File: src/rtl/seg_display_arbiter.sv
// Two-requester round-robin arbiter for a 2-digit seven-segment display, with scan and hex decode.
// Optional idle decimal-point blink is enabled by defining IDLE_BLINK_EN.
module seg_display_arbiter #(
    parameter int SCAN_DIV     = 1024,
    parameter int HOLD_CYCLES  = 50000000,
    parameter int BLINK_CYCLES = 25000000
) (
    input  logic       clk_50M,
    input  logic       rst_button,
    input  logic [1:0] req,
    input  logic [7:0] val0,
    input  logic [7:0] val1,
    output logic [1:0] gnt,
    output logic       busy,
    output logic [7:0] digit_seg,
    output logic [1:0] digit_cath
);

    localparam int SW = $clog2(SCAN_DIV);
    localparam int HW = (HOLD_CYCLES > 1) ? $clog2(HOLD_CYCLES) : 1;
    localparam logic [SW-1:0] SCAN_MAX = SW'(SCAN_DIV - 1);
    localparam logic [HW-1:0] HOLD_MAX = HW'(HOLD_CYCLES - 1);

    generate
        if (SCAN_DIV < 2 || HOLD_CYCLES < 1 || BLINK_CYCLES < 1) begin : g_bad_param
            $error("seg_display_arbiter: illegal parameter value");
        end
    endgenerate

    typedef enum logic [1:0] {
        IDLE = 2'd0,
        OWN0 = 2'd1,
        OWN1 = 2'd2
    } state_t;

    state_t          r_state;
    state_t          w_next;
    logic [HW-1:0]   r_hold;
    logic            r_last;
    logic [SW-1:0]   r_scan;
    logic            r_sel;
    logic [1:0]      r_gnt;
    logic            r_busy;
    logic [7:0]      r_seg;
    logic [1:0]      r_cath;
    logic [7:0]      w_seg;
    logic [1:0]      w_cath;
    logic [7:0]      w_val;
    logic [3:0]      w_nib;

    function automatic logic [7:0] f_decode(input logic [3:0] i_nib);
        logic [7:0] v;
        case (i_nib)
            4'h0: v = 8'hFC;
            4'h1: v = 8'h60;
            4'h2: v = 8'hDA;
            4'h3: v = 8'hF2;
            4'h4: v = 8'h66;
            4'h5: v = 8'hB6;
            4'h6: v = 8'hBE;
            4'h7: v = 8'hE0;
            4'h8: v = 8'hFE;
            4'h9: v = 8'hF6;
            4'hA: v = 8'hEE;
            4'hB: v = 8'h3E;
            4'hC: v = 8'h9C;
            4'hD: v = 8'h7A;
            4'hE: v = 8'h9E;
            default: v = 8'h8E;
        endcase
        return v;
    endfunction

    // A release always wins over a slice expiry, so there is never a double switch.
    always_comb begin
        w_next = r_state;
        case (r_state)
            IDLE: begin
                if (req[0] && req[1]) w_next = r_last ? OWN0 : OWN1;
                else if (req[0])      w_next = OWN0;
                else if (req[1])      w_next = OWN1;
            end
            OWN0: begin
                if (!req[0])                         w_next = req[1] ? OWN1 : IDLE;
                else if (req[1] && r_hold == HOLD_MAX) w_next = OWN1;
            end
            OWN1: begin
                if (!req[1])                         w_next = req[0] ? OWN0 : IDLE;
                else if (req[0] && r_hold == HOLD_MAX) w_next = OWN0;
            end
            default: w_next = IDLE;
        endcase
    end

    always_ff @(posedge clk_50M or posedge rst_button) begin
        if (rst_button) begin
            r_state <= IDLE;
            r_hold  <= '0;
            r_last  <= 1'b1;
            r_gnt   <= 2'b00;
            r_busy  <= 1'b0;
        end else begin
            r_state <= w_next;
            r_gnt   <= {w_next == OWN1, w_next == OWN0};
            r_busy  <= (w_next != IDLE);
            if (w_next != r_state)
                r_hold <= '0;
            else if (r_state != IDLE && r_hold != HOLD_MAX)
                r_hold <= r_hold + 1'b1;
            if (w_next == OWN0 && r_state != OWN0) r_last <= 1'b0;
            if (w_next == OWN1 && r_state != OWN1) r_last <= 1'b1;
        end
    end

    always_ff @(posedge clk_50M or posedge rst_button) begin
        if (rst_button) begin
            r_scan <= '0;
            r_sel  <= 1'b0;
        end else if (r_scan == SCAN_MAX) begin
            r_scan <= '0;
            r_sel  <= ~r_sel;
        end else begin
            r_scan <= r_scan + 1'b1;
        end
    end

`ifdef IDLE_BLINK_EN
    localparam int BW = (BLINK_CYCLES > 1) ? $clog2(BLINK_CYCLES) : 1;
    localparam logic [BW-1:0] BLINK_MAX = BW'(BLINK_CYCLES - 1);
    logic [BW-1:0] r_blink;
    logic          r_phase;

    always_ff @(posedge clk_50M or posedge rst_button) begin
        if (rst_button) begin
            r_blink <= '0;
            r_phase <= 1'b0;
        end else if (r_blink == BLINK_MAX) begin
            r_blink <= '0;
            r_phase <= ~r_phase;
        end else begin
            r_blink <= r_blink + 1'b1;
        end
    end
`endif

    always_comb begin
        w_seg  = 8'h00;
        w_cath = 2'b00;
        w_val  = (r_state == OWN1) ? val1 : val0;
        w_nib  = r_sel ? w_val[7:4] : w_val[3:0];
        if (r_state == OWN0 || r_state == OWN1) begin
            w_cath = r_sel ? 2'b10 : 2'b01;
            w_seg  = f_decode(w_nib);
        end
`ifdef IDLE_BLINK_EN
        else if (r_phase) begin
            w_cath = r_sel ? 2'b10 : 2'b01;
            w_seg  = 8'h01;
        end
`endif
    end

    always_ff @(posedge clk_50M or posedge rst_button) begin
        if (rst_button) begin
            r_seg  <= 8'h00;
            r_cath <= 2'b00;
        end else begin
            r_seg  <= w_seg;
            r_cath <= w_cath;
        end
    end

    assign gnt        = r_gnt;
    assign busy       = r_busy;
    assign digit_seg  = r_seg;
    assign digit_cath = r_cath;

endmodule

File: config.mk
export PLATFORM = sky130hd
export DESIGN_NAME = seg_display_arbiter
export DESIGN_NICKNAME = d
export VERILOG_FILES = /design/src/rtl/seg_display_arbiter.sv
export SDC_FILE = /design/constraint.sdc
export NUM_CORES = 1
export LEC_CHECK = 0
export BUFFER_PORTS_ARGS = -buffer_cell sky130_fd_sc_hd__buf_2
export CORE_ASPECT_RATIO = 2
export CORE_MARGIN = 5
export CORE_UTILIZATION = 42
export CTS_BUF_LIST = sky130_fd_sc_hd__clkbuf_8
export DETAILED_ROUTE_END_ITERATION = 6
export GPL_TIMING_DRIVEN = 0
export SLEW_MARGIN = 0
export SYNTH_ARGS = -nofsm -noshare
export SYNTH_HDL_FRONTEND = slang
export SYNTH_SLANG_ARGS = --single-unit
File: constraint.sdc
create_clock -name clk_50M -period 3.7 [get_ports clk_50M]
set_input_delay 0.185 -clock clk_50M [delete_from_list [all_inputs] [get_ports clk_50M]]
set_output_delay 0.185 -clock clk_50M [all_outputs]
set_load 0.05 [all_outputs]
# ---- After elaboration in Yosys (flattened, before gate mapping)
# Memories as Yosys holds them, arrays and structs flattened.
# Index checks and enable logic that the tools add are counted.
dict set report totals {
  wordCells 56
  input_bits 20
  latch_bits 0
  memories 1
  output_inout_bits 13
  romBits 112
  regBits 53
  mem_bits_rw 0
}
dict set report classes {
  magnitude_cmp 0
  n_mux 21
  div 0
  n_reduce_logical 12
  add_sub_neg 2
  shifts 0
  n_mul 0
  n_bitwise 1
  n_eq_ne 10
}
# memory depth word_bits rd rd_ports_with_merged_regs write_ports line_no
set memory_table {}
lappend memory_table {{(name not given)} 16 7 1 0 0 53} ;# case (i_nib)
# operator n
set op_table {}
lappend op_table {{26-bit 2-to-1 mux} 2}
lappend op_table {{26-bit by 1-bit adder with 26-bit output (second input constant)} 1}
lappend op_table {{26-bit == test (second input constant)} 1}
lappend op_table {{26-bit != test (second input constant)} 1}
lappend op_table {{2-bit 2-to-1 mux} 11}
lappend op_table {{8-bit 2-to-1 mux} 2}
lappend op_table {{10-bit by 1-bit adder with 10-bit output (second input constant)} 1}
lappend op_table {{10-bit == test (second input constant)} 1}
lappend op_table {{10-bit 2-to-1 mux} 1}
lappend op_table {{2-bit nonzero test} 4}
lappend op_table {{1-bit logical AND} 6}
lappend op_table {{2-bit one-hot mux with 3 select lines} 1}
lappend op_table {{2-bit by 1-bit == test with 1-bit output (second input constant)} 2}
lappend op_table {{2-bit == test (second input constant)} 2}
lappend op_table {{4-bit 2-to-1 mux} 1}
lappend op_table {{1-bit 2-to-1 mux} 3}
lappend op_table {{2-bit zero test} 1}
lappend op_table {{2-bit by 1-bit != test with 1-bit output (second input constant)} 1}
lappend op_table {{2-bit != test} 1}
lappend op_table {{2-bit != test (second input constant)} 1}
lappend op_table {{1-bit logical OR} 1}
lappend op_table {{1-bit inverter} 1}

# ---- Longest topological paths before layout
dict set report depth {
  ltp_word 9
  mapped_depth 10
  mapped_depth_nobuf 9
}

# ---- Least setup slack after synthesis
# Ideal clock, no wire load.
dict set report synth_timing {
  path_type {reg2reg}
  startpoint {reg r_state[0]}
  endpoint {reg r_seg[4] (netlist: digit_seg[4])}
  t_arrival_ns 2.436
  stages_incl_launch_ff 10
  slack_ns 1.145
  n_path_buf 1
  period_less_slack_ns 2.555
  t_required_ns 3.581
  setup_ns 0.119
  cell_sequence {dfrtp_1 -> inv_1 -> ha_1 -> clkbuf_1 -> mux4_2 -> inv_1 -> ha_1 -> o211ai_1 -> o21ai_0 -> and2_1}
}
dict set report synth_between {
  elab_chain_len 5
  elab_cells_between_ends 7
  classes_between {eq/ne (2); mux (3); reduce/logical (1); memory (1)}
}
# element line_no
set synth_lines {}
lappend synth_lines {{from (decl)} 36} ;# state_t r_state;
lappend synth_lines {{from (signal assigned)} 103} ;# r_state <= w_next;
lappend synth_lines {{2-bit == test} {149, 151}}
lappend synth_lines {{8-bit 2-to-1 mux} 149} ;# w_val = (r_state == OWN1) ? val1 : val0;
lappend synth_lines {{4-bit 2-to-1 mux} 150} ;# w_nib = r_sel ? w_val[7:4] : w_val[3:0];
lappend synth_lines {{memory read 16 x 7 bit} n/a}
lappend synth_lines {{8-bit 2-to-1 mux (*)} 151} ;# if (r_state == OWN0 || r_state == OWN1) begin
lappend synth_lines {{via w_seg[4]} 46} ;# logic [7:0] w_seg;
lappend synth_lines {{to (signal assigned)} 168} ;# r_seg <= w_seg;
lappend synth_lines {{to (decl)} 44} ;# logic [7:0] r_seg;
# The timed path passes the listed nets; every way through them passes the cells marked *.
# A chain may end at the register's enable or synchronous reset.

# ---- Worst setup path in the final report
dict set report layout_timing {
  startpoint {reg r_state[0]}
  endpoint {reg r_seg[7] (netlist: digit_seg[7])}
}
# Same word-level chain as after synthesis.

==> report_table.html <==
<table>
<tr><th>Metric</th><th>Value</th></tr>
<tr><th colspan="2">Global route</th></tr>
<tr><td>Wire length of the first global-routing pass</td><td>11.98 mm</td></tr>
<tr><td>Pin count of the biggest net entering global routing</td><td>39</td></tr>
<tr><td>Overall track demand over capacity in global routing</td><td>15.89%</td></tr>
<tr><td>Vias in the first global route</td><td>2564</td></tr>
<tr><td>Overflow after GRT</td><td>0</td></tr>
<tr><td>Antenna violations before repair</td><td>0</td></tr>
<tr><th colspan="2">Cells and area</th></tr>
<tr><td>Layout area overhead</td><td>12.48%</td></tr>
<tr><td>Fraction of layout cells with a size suffix above 1</td><td>22.73%</td></tr>
<tr><td>Final nets</td><td>382</td></tr>
<tr><td>Antenna Cells</td><td>0</td></tr>
<tr><td>Final standard cell area without fillers</td><td>0.003542 mm2</td></tr>
<tr><td>Most frequent standard cell in the layout excluding fill and tap cells</td><td>dfrtp_1</td></tr>
<tr><td>Commonest non-fill, non-tap cells in the layout</td><td>dfrtp_1 (51), buf_2 (31), nor2_1 (21), nand2_1 (20)</td></tr>
<tr><th colspan="2">Setup path</th></tr>
<tr><td>Slowest cell on the critical path</td><td>mux4_2</td></tr>
<tr><td>R2r worst-path depth</td><td>10</td></tr>
<tr><td>Worst setup slack for register-to-register paths</td><td>780 ps</td></tr>
<tr><td>Crit Reg-Reg Startpoint</td><td>r_state[0]$_DFF_PP0_</td></tr>
<tr><td>Endpoint required time on the critical path</td><td>3910 ps</td></tr>
<tr><td>CP Launch Type</td><td>flip-flop</td></tr>
<tr><td>Capture instance of the worst register-to-register path</td><td>digit_seg[7]$_DFF_PP0_</td></tr>
<tr><td>Worst setup EP type</td><td>flip-flop</td></tr>
<tr><td>Critical path type</td><td>flip-flop to flip-flop</td></tr>
<tr><td>Sequence of cells on the critical path</td><td>inv_1, ha_1, clkbuf_1, mux4_2, inv_1, ha_1, nor2b_1, a211oi_1, a21oi_1, nor2b_1</td></tr>
<tr><td>Delay of the slowest cell on the worst path</td><td>650 ps</td></tr>
<tr><td>Worst EP arrival</td><td>3130 ps</td></tr>
<tr><td>Crit Path Max Fanout</td><td>10</td></tr>
<tr><td>CP startpoint</td><td>r_state[0]$_DFF_PP0_</td></tr>
<tr><th colspan="2">Routing</th></tr>
<tr><td>DRT Pass-1 Iters</td><td>4</td></tr>
<tr><td>DR WL/cell</td><td>15.40 um</td></tr>
<tr><td>Drt via density</td><td>5.412</td></tr>
<tr><td>Number of design-rule violations left by the first detailed-router iteration</td><td>73</td></tr>
<tr><td>Antenna Violating Nets Remaining</td><td>0</td></tr>
<tr><td>Total detailed-routing wirelength</td><td>6.836 mm</td></tr>
<tr><td>Via count of the routed design</td><td>2403</td></tr>
<tr><td>Post-route DRC violation count</td><td>0</td></tr>
<tr><th colspan="2">Clock network</th></tr>
<tr><td>Post_cts resized</td><td>0</td></tr>
<tr><td>Number of setup buffers added after CTS</td><td>0</td></tr>
<tr><td>Clock insertion delay at the later pin of the skew report</td><td>320 ps</td></tr>
<tr><td>Clk sink count</td><td>52</td></tr>
<tr><td>CTS HTree Levels</td><td>2</td></tr>
<tr><td>Master cell of the clock root buffer</td><td>clkbuf_8</td></tr>
<tr><td>Cts bufs inserted</td><td>5</td></tr>
<tr><td>Clock Tree Buf Depth</td><td>2</td></tr>
<tr><td>CTS tree</td><td>built</td></tr>
<tr><td>Clock transition time at the flip-flop clock pins of the worst setup and hold paths</td><td>100 ps</td></tr>
<tr><th colspan="2">Floorplanning</th></tr>
<tr><td>Std-Cell Rows</td><td>44</td></tr>
<tr><td>Area enclosed by the die boundary</td><td>0.009435 mm2</td></tr>
<tr><td>Die outline height</td><td>132.5 um</td></tr>
<tr><td>Die Wd</td><td>71.23 um</td></tr>
<tr><td>Top-level port count</td><td>33</td></tr>
<tr><td>Initial core utilization</td><td>43.34%</td></tr>
<tr><td>Core area</td><td>0.007267 mm2</td></tr>
<tr><th colspan="2">Min path</th></tr>
<tr><td>End point of the worst hold path</td><td>gnt[0]$_DFF_PP0_</td></tr>
<tr><td>Cells on Worst Hold Path</td><td>3</td></tr>
<tr><td>Class of the tightest hold or removal check</td><td>input port to flip-flop</td></tr>
<tr><td>Hold Startpoint</td><td>req[0]</td></tr>
<tr><th colspan="2">STA</th></tr>
<tr><td>Final total negative setup slack</td><td>0 ps</td></tr>
<tr><td>Final critical-path required period</td><td>2916 ps</td></tr>
<tr><td>Final period util</td><td>78.82%</td></tr>
<tr><td>Final setup vio count</td><td>0</td></tr>
<tr><td>Worst-Margin Slew</td><td>581.5 ps</td></tr>
<tr><td>Maximum clock skew at final layout</td><td>6.341 ps</td></tr>
<tr><td>Final Hold Vio Count</td><td>0</td></tr>
<tr><td>RSZ-0062 raised after global routing</td><td>no</td></tr>
<tr><td>Achievable frequency</td><td>342.9 MHz</td></tr>
<tr><td>Tightest slew margin relative to the limit</td><td>61.23%</td></tr>
<tr><td>Final Slew Violations</td><td>0</td></tr>
<tr><th colspan="2">Power and ir drop</th></tr>
<tr><td>Leak Pwr</td><td>1.556 nW</td></tr>
<tr><td>Peak ir drop on the vdd network</td><td>0.2783 mV</td></tr>
<tr><td>Power consumption</td><td>2.174 mW</td></tr>
<tr><td>Power density normalized to cell area</td><td>613.8 mW/mm2</td></tr>
<tr><th colspan="2">Placed design</th></tr>
<tr><td>Post-DP Area</td><td>0.003440 mm2</td></tr>
<tr><td>Estimated wirelength of the detail-placed design</td><td>5.296 mm</td></tr>
<tr><td>Placer Congestion</td><td>0.8130</td></tr>
<tr><td>Buffers on Ports</td><td>31</td></tr>
<tr><th colspan="2">Status</th></tr>
<tr><td>Run status</td><td>complete, no violations</td></tr>
<tr><th colspan="2">Logic synthesis</th></tr>
<tr><td>Number of warnings issued by yosys</td><td>0</td></tr>
<tr><td>Number of enable flip-flop cells after synthesis</td><td>0</td></tr>
<tr><td>Number of nets produced by synthesis</td><td>342</td></tr>
<tr><td>Fraction of synthesis flops using an asynchronous set or reset pin</td><td>100.0%</td></tr>
<tr><td>Top flip-flop cell by instance count after synthesis</td><td>dfrtp_1</td></tr>
<tr><td>Number of instances in the synthesized netlist</td><td>311</td></tr>
<tr><td>Post-synthesis cell type count</td><td>55</td></tr>
<tr><td>Avg Synthesized Cell Area</td><td>10.13 um2</td></tr>
<tr><td>Seq cells post-synth</td><td>52</td></tr>
<tr><td>Share of the yosys chip area belonging to registers</td><td>41.36%</td></tr>
<tr><td>Area of the mapped netlist</td><td>0.003149 mm2</td></tr>
<tr><th colspan="2">Job</th></tr>
<tr><td>Max Cap Violations</td><td>0</td></tr>
</table>
-- cells in the mapped netlist (all sizes together) (4+ instances only) --
library cell / number / share of area [%]
dfrtp: 51 / 41
nor3: 30 / 8.1
nor2: 22 / 2.9
nand2: 20 / 2.4
nand3: 19 / 3.0
xor2: 19 / 5.3
inv: 14 / 1.7
xnor2: 14 / 4.5
ha: 11 / 4.4
o21ai: 10 / 1.6
a21oi: 9 / 1.4
clkbuf: 8 / 0.95
nand4: 8 / 1.6
buf: 6 / 1.8
a211oi: 5 / 1.2
and2: 4 / 0.79
and3: 4 / 0.79
mux4: 4 / 2.9
nand2b: 4 / 0.79
nor2b: 4 / 0.79
o211a: 4 / 1.3
o211ai: 4 / 0.95
or4: 4 / 1.2
-- how the worst max path moves through the flow --
stage,to,slack [ps],depth (start not counted)
2_1_floorplan,digit_seg[4]$_DFF_PP0_,1150,9
3_3_place_gp,digit_seg[7]$_DFF_PP0_,760,10
3_5_place_dp,digit_seg[4]$_DFF_PP0_,760,9
4_1_cts,digit_seg[4]$_DFF_PP0_,750,9
5_1_grt,digit_seg[7]$_DFF_PP0_,480,10
6_report,digit_seg[7]$_DFF_PP0_,780,10
-- where the power goes --
part           switching (mW)  internal, mW
Clock                   0.195         0.150
Sequential             0.0479         0.646
Combinational           0.762         0.374
-- state kept, by name, summed over array words and instances (netlist names) --
| name | cells |
|---|---|
| gnt | 2 |
| r_hold | 26 |
| busy | 1 |
| r_scan | 10 |
| r_sel | 1 |
| r_state | 2 |
| digit_seg | 7 |
| r_last | 1 |
| digit_cath | 2 |
-- metal layers --
metal | share of wire (%) | global-route usage [%] | vias to the layer above
li1 | - | - | 1181
met1 | 35 | 16.08 | 1173
met2 | 60 | 30.79 | 37
met3 | 2.5 | 2.050 | 12
met4 | 2.6 | 7.113 | 0
met5 | 0 | 0 | -
-- cell families (layout without fill, tap and decap cells) --
group | Yosys count | after routing | synth area share [%]
buf+inv | 28 | 69 | 4.410
compound gates | 44 | 44 | 9.575
other cells | 1 | 1 | 0.1191
mux | 8 | 8 | 4.331
flops | 52 | 52 | 41.36
fa+ha+maj | 11 | 11 | 4.370
simple gates | 134 | 134 | 26.06
xor+xnor | 33 | 33 | 9.774
-- per-stage QoR --
| step | hold WS, ps | std cells | utilization, % | worst slack [ps] |
|---|---|---|---|---|
| floorplan | 436.5 | 311 | - | 1145 |
| global placement | 459.1 | 434 | 47.06 | 763.2 |
| detailed placement | 183.2 | 435 | 47.33 | 763.0 |
| CTS | 269.0 | 444 | 48.74 | 750.5 |
| global route | 316.0 | 444 | 48.74 | 481.8 |
| finish | 271.9 | 444 | 48.74 | 783.5 |
-- worst max-delay path: cells and delay by family (launching register included) --
| kind | cells | cell delay, ps |
|---|---|---|
| muxes | 1 | 650 |
| AOI/OAI and AO/OA | 2 | 210 |
| and+or+nand+nor | 2 | 270 |
| DFF | 1 | 470 |
| adders and majority gates | 2 | 420 |
| buffers and inverters | 3 | 790 |
-- layout make-up --
cell class	instances	area, um2
inverters	14	52.55
clock buffers	6	82.58
flip-flops and latches	52	1303
repair buffers	33	185.2
plain buffers	14	86.33
multi-input cells	231	1708
fillers	717	3725
well taps	92	115.1
clock inverters	2	10.01
-- repair_timing --
| item | in CTS | in global routing |
|---|---|---|
| endpoints found under the hold margin | 14 | 0 |
| hold buffers | 1 | 0 |
| endpoints found under the setup margin | 0 | 0 |
Power figures use the tool's default switching activity.
